===== config.mk =====
export PLATFORM = sky130hd
export DESIGN_NAME = seg7_count_display
export DESIGN_NICKNAME = d
export VERILOG_FILES = /design/src/rtl/seg7_count_display.sv
export SDC_FILE = /design/constraint.sdc
export NUM_CORES = 1
export LEC_CHECK = 0
export ABC_AREA = 1
export CAP_MARGIN = 20
export CORE_MARGIN = 2
export CORE_UTILIZATION = 48
export DETAILED_ROUTE_END_ITERATION = 8
export PLACE_DENSITY_LB_ADDON = 0.05
export SETUP_SLACK_MARGIN = 0.2
export SLEW_MARGIN = 20
export SYNTH_ARGS = -nofsm -noshare
export SYNTH_HDL_FRONTEND = slang
export SYNTH_SLANG_ARGS = --single-unit

===== constraint.sdc =====
create_clock -name iClk -period 1.4 [get_ports iClk]
set_clock_uncertainty 0.1 [all_clocks]
set_input_delay 0.35 -clock iClk [delete_from_list [all_inputs] [get_ports iClk]]
set_output_delay 0.35 -clock iClk [all_outputs]
set_load 0.05 [all_outputs]

===== src/rtl/seg7_count_display.sv =====
// seg7_count_display: captures counter value/direction/enable on the strobe's falling edge and scans it onto a 4-digit common-anode display.
// Define SEG7_LEADING_ZERO_BLANK_EN to blank the tens digit when it is zero.
module seg7_count_display #(
  parameter int CLK_HZ  = 50_000_000,
  parameter int SCAN_HZ = 1000
) (
  input  logic       iClk,
  input  logic       iReset,
  input  logic [3:0] iValue,
  input  logic       iUp,
  input  logic       iEn,
  input  logic       iStrobe,
  output logic [6:0] oSeg,
  output logic [3:0] oAn,
  output logic [7:0] oBcd
);
  localparam int TICK = (CLK_HZ / SCAN_HZ) < 1 ? 1 : CLK_HZ / SCAN_HZ;
  localparam int CW = TICK > 1 ? $clog2(TICK) : 1;
  localparam logic [CW-1:0] LAST = CW'(TICK - 1);

  function automatic logic [6:0] glyph(input logic [3:0] d);
    case (d)
      4'd0:    glyph = 7'b1000000;
      4'd1:    glyph = 7'b1111001;
      4'd2:    glyph = 7'b0100100;
      4'd3:    glyph = 7'b0110000;
      4'd4:    glyph = 7'b0011001;
      4'd5:    glyph = 7'b0010010;
      4'd6:    glyph = 7'b0000010;
      4'd7:    glyph = 7'b1111000;
      4'd8:    glyph = 7'b0000000;
      4'd9:    glyph = 7'b0010000;
      default: glyph = 7'b1111111;
    endcase
  endfunction

  logic          s1, s2, s3;
  logic [3:0]    capVal;
  logic          capUp, capEn;
  logic [CW-1:0] cnt;
  logic [1:0]    idx;
  logic [3:0]    ones;
  logic          tens;
  logic [6:0]    tensSeg, modeSeg, segNext;

  always_comb begin
    tens = capVal > 4'd9;
    ones = tens ? capVal - 4'd10 : capVal;
`ifdef SEG7_LEADING_ZERO_BLANK_EN
    tensSeg = tens ? glyph({3'b000, tens}) : 7'b1111111;
`else
    tensSeg = glyph({3'b000, tens});
`endif
    modeSeg = !capEn ? 7'b0111111 : capUp ? 7'b1000001 : 7'b0100001;
    segNext = idx == 2'd0 ? glyph(ones) : idx == 2'd1 ? tensSeg : idx == 2'd2 ? 7'b1111111 : modeSeg;
  end

  assign oBcd = {3'b000, tens, ones};

  // Capture uses the synchronized strobe; display registers read pre-capture data on a coincident edge.
  always_ff @(posedge iClk or posedge iReset)
    if (iReset) begin
      s1     <= 1'b0;
      s2     <= 1'b0;
      s3     <= 1'b0;
      capVal <= 4'd0;
      capUp  <= 1'b1;
      capEn  <= 1'b0;
      cnt    <= '0;
      idx    <= 2'd0;
      oAn    <= 4'b1111;
      oSeg   <= 7'b1111111;
    end else begin
      s1 <= iStrobe;
      s2 <= s1;
      s3 <= s2;
      if (s3 && !s2) begin
        capVal <= iValue;
        capUp  <= iUp;
        capEn  <= iEn;
      end
      cnt  <= cnt == LAST ? '0 : cnt + 1'b1;
      idx  <= cnt == LAST ? idx + 2'd1 : idx;
      oAn  <= ~(4'b0001 << idx);
      oSeg <= segNext;
    end
endmodule

* After elaboration in Yosys (flattened, before gate mapping)
Memory sizes are Yosys's and may differ from the RTL's.
Index checks and enable logic that the tools add are counted.
** Cells by class
- $add $sub $neg :: 3
- Multiply operators :: 0
- Divide/modulo/power cells :: 0
- Magnitude comparators :: 1
- Eq/ne operators :: 3
- Shift-type cells :: 1
- Multiplexer cells :: 8
- Bitwise gates (word level) :: 2
- Reductions and logical operators :: 3
** Operator list (number)
- 2-to-1 mux 7 bit :: 5
- adder 16 x 1 -> 16 bit, second input constant :: 1
- equality test 16 bit, second input constant :: 1
- 2-to-1 mux 16 bit :: 1
- case mux 7 bit (2 select lines) :: 1
- greater-than comparator 4 bit, second input constant :: 1
- 2-to-1 mux 4 bit :: 1
- NOT 4 bit :: 1
- << shifter 1 x 2 -> 4 bit, first input constant :: 1
- subtractor 4 bit, second input constant :: 1
- adder 2 x 1 -> 2 bit, second input constant :: 1
- equality test 2 x 1 -> 1 bit, second input constant :: 1
- equality test 2 bit, second input constant :: 1
- logical NOT 2 bit :: 1
- logical AND 1 bit :: 1
- logical NOT 1 bit :: 1
- NOT 1 bit :: 1
** Storage, ports and cells
- Bits in registers :: 38
- Latch bits :: 0
- RAM bits :: 0
- Memory bits (read-only) :: 112
- Bits of input ports :: 9
- Word-level logic and storage cells :: 32
- Memories kept :: 1
** Memory list
- (name not given) :: depth 16, bits a word 7, read ports 1, clocked after memory_dff 0, write ports 0, line 22 : case (d)

* Longest topological paths before layout
- Depth after elaboration :: 5
- Gate-level depth with buffers :: 11

* Least setup slack after synthesis
OpenSTA, ideal clock, no wires.
- Kind :: register to register
- Start :: reg capVal[1]
- End :: reg oSeg[4]
- Setup time :: 60 ps
- Arrival time :: 1482 ps
- Required time :: 1240 ps
- Setup slack :: -243 ps
- Stages on the path, launching flop included :: 8
- Cell sequence :: dfrtp_1 -> inv_1 -> ha_1 -> o21ai_2 -> inv_1 -> nand3_1 -> nand3_1 -> nand2_1
** Between the ends
- Elaborated cells between the ends (all ways) :: 8
** RTL lines
- start, declared :: line 38 : logic [3:0] capVal;
- start signal, assigned :: line 78 : capVal <= iValue;
- subtractor 4 bit / greater-than comparator 4 bit (equally long branches) :: line 48, 47
- 2-to-1 mux 4 bit * :: line 48 : ones = tens ? capVal - 4'd10 : capVal;
- named net oBcd[3] :: line 15 : output logic [7:0] oBcd
- memory (16 x 7 bit) *
- 2-to-1 mux 7 bit * :: line 55 : segNext = idx == 2'd0 ? glyph(ones) : idx == 2'd1 ? tensSeg : idx == 2'd2 ? 7'b1111111 : modeSeg;
- named net segNext[4] :: line 44 : logic [6:0] tensSeg, modeSeg, segNext;
- end signal, assigned :: line 85 : oSeg <= segNext;
- end, declared :: line 13 : output logic [6:0] oSeg,
The timed path passes the listed nets; every way through them passes the cells marked *. The select of a mux whose other input is x is not followed.
A chain may end at the register's enable or synchronous reset.

* Final worst setup path
- Start :: reg capVal[1]
- End :: out oBcd[3]
** Between the ends
- Word-level cells in the longest chain between the ends :: 2
- Elaborated cells between the ends (all ways) :: 3
** RTL lines (line)
- subtractor 4 bit / greater-than comparator 4 bit (equally long branches) :: 48, 47
- 2-to-1 mux 4 bit * :: 48
- end, declared :: 15
Mark *: on every way between the ends. The rest lies on a longest branch, timed or not.

==> reports/metrics.cfg <==
[outcome]
status=complete, but fails checks
violations=negative setup slack

[timing]
min_period_ns=1.825
setup_viol=35
finalWorstSetupSlack_ns=-0.4253
period_share_pct=130.4
rsz0062_at_grt=yes
slew_viol_final=0
tns_ns=-4.349
timing.fmax_mhz=547.9
hold_viol_final=0

[worst_setup_path]
critPathCaptureType=primary output
start_kind=flop
cp.arrival_ns=1.38
worstPathMaxFanout=3
worstPathRequired_ns=0.95
critical_path_class=flop to primary output

[min_path]
hold_path.class=flop to flop

[clock_tree]
h-tree-depth=2
clk_pin_slew_ns=0.08
hold_buffers=0
cts_root_buf=clkbuf_8
cts_tree=done
cts_buffers=5
cts_sinks=38
clk_latency_ns=0.30
clock_path_buffers=2

[finish]
instances_no_fill=364
area_growth_pct=69.33
design_area_um2=3288
seq_area_um2=970.9
multi_input_area_um2=1111
antenna_cells=0
final_cell_mix=40 x buf_4, 35 x nand2_1, 24 x nor2_1
final_nets=331
final_layout_size_suffix_gt1_share_pct=53.18
fillers=212
layout_commonest_cell=buf_4

[floorplanning]
ios=28
initial_core_util_pct=49.25
die_h_um=67.61
dieArea_um2=4570
rows=23
core_um2=3943
fp.dieW_um=67.61

[routing]
drc_errors=0
wirelength_mm=5.666
route.antenna.remaining_nets=0
drt_iter0_drc=92
post_drt_wl_per_cell_um=15.57
dr.pass1.iters=4
viasPerCell=5.132
num_vias=1868

[placement]
dp_cells=327
gp_congestion=0.8993
portBuffers=24
dpl_cell_area_um2=2648
dp_hpwl_mm=2.922

[grt]
grt.total_usage_pct=21.67
overflow=0
grt_pass1_wl_mm=7.286
antenna_found_initial=0
grt_max_degree=39
grt_pass1_vias=1643

[pwr]
irDropWorstVdd_mv=1.095
p_switching_mw=1.295
clkPwrFrac_pct=22.3
p_leak_nw=1.604
pwr-share-comb_pct=41.3
p_seq_share_pct=36.4
p_sw_share_pct=35.36
p_total_mw=3.662
power_density_nw_per_um2=1114
internal_power_mw=2.367

[yosys]
synth_cells=227
syn_avg_cell_area_um2=8.554
synth_area_um2=1942
ys_seq_elements=38
seq_area_frac_synth_pct=49.74
ys_types=28
ys_warn_count=0

[run]
maxCapViolCount=0

==> stage by stage <==
step	setup WS (ns)	hold slack, ns	utilization, %
finish	-0.4253	0.2659	83.40
floorplan	-0.1852	0.2117	-
detailed placement	-0.1922	0.2405	67.15
global route	-0.4738	0.2780	83.40
global placement	-0.1463	0.2359	67.15
CTS	-0.4015	0.2583	75.75
==> critical path, stage by stage, from the launching register on <==
cell and delay, ns:
dfrtp_1 0.40, inv_2 0.08, ha_4 0.16, o21ai_4 0.15
clkinvlp_4 0.12, buf_6 0.15
==> sequential cells by signal (all words and copies together) (netlist names) <==
signal and count:
capEn 1, capUp 1, capVal 4, cnt 16
idx 2, oAn 4, oSeg 7, s1 1
s2 1, s3 1
==> routing by layer <==
metal	GRT usage (%)	up-vias	part of all wire (%)
met5	0	-	0
met4	9.694	0	3.8
met3	7.167	25	5.8
met2	32.48	77	50
li1	-	874	-
met1	28.37	892	40
==> final cells by class <==
cell class	count	share of cell area, %
clock buffers	6	2.511
clock inverters	2	0.3805
inverters	30	4.186
multi-input cells	155	33.79
flip-flops and latches	38	29.53
well taps	50	1.903
repair buffers	82	27.47
repair inverters	1	0.2283
==> cell usage after synthesis, drive strengths merged <==
library cell | count | area [um^2]
nand2 | 50 | 192.7
nor2 | 38 | 162.7
inv | 30 | 112.6
dfrtp | 26 | 650.6
dfstp | 12 | 315.3
nand3 | 12 | 65.06
a21oi | 11 | 55.05
ha | 9 | 112.6
o21ai | 9 | 48.80
xor2 | 8 | 70.07
buf | 6 | 45.04
nor3 | 4 | 20.02
mux2 | 2 | 22.52
nand4 | 2 | 12.51
xnor2 | 2 | 17.52
a31oi | 1 | 6.260
conb | 1 | 3.750
o211ai | 1 | 7.510
o21bai | 1 | 7.510
o31ai | 1 | 7.510
or2 | 1 | 6.260
==> power groups by stage <==
stage          clock [mW]  combinational, mW  sequential (mW)
3_3_place_gp            0               1.28             1.35
5_1_grt             0.876               1.59             1.34
2_1_floorplan           0              0.455             1.58
4_1_cts             0.821               1.41             1.33
3_5_place_dp            0               1.29             1.35
6_report            0.818               1.51             1.33
==> worst paths after layout <==
check,from,end,slack [ns],cells after the start
max in group asynchronous,iReset,oSeg[4],0.61,3
max,capVal[1],oBcd[3],-0.43,5
min,s1,s2,0.27,0
max reg2reg,capVal[1],oSeg[4],-0.33,10
min reg2reg,s1,s2,0.27,0
min in group asynchronous,iReset,capVal[3],0.32,3
==> timing repair <==
action                     in CTS  in global routing
buffers inserted               14                 14
pin swaps                      19                 39
gates resized for setup        34                 57
setup endpoints to repair      40                 41
gates cloned                    1                  0
==> logic make-up (layout without fill, tap and decap cells) <==
group | Yosys count | after routing | synth area share [%]
buffers and inverters | 36 | 121 | 8.118
adder cells (fa/ha/maj) | 9 | 9 | 5.799
multiplexers | 2 | 2 | 1.160
XOR/XNOR | 10 | 10 | 4.511
AND/OR/NAND/NOR | 107 | 107 | 23.65
AO/OA/AOI/OAI | 24 | 24 | 6.831
flip-flops | 38 | 38 | 49.74
other | 1 | 3 | 0.1931
No activity file was read; power rests on OpenSTA's default activity.
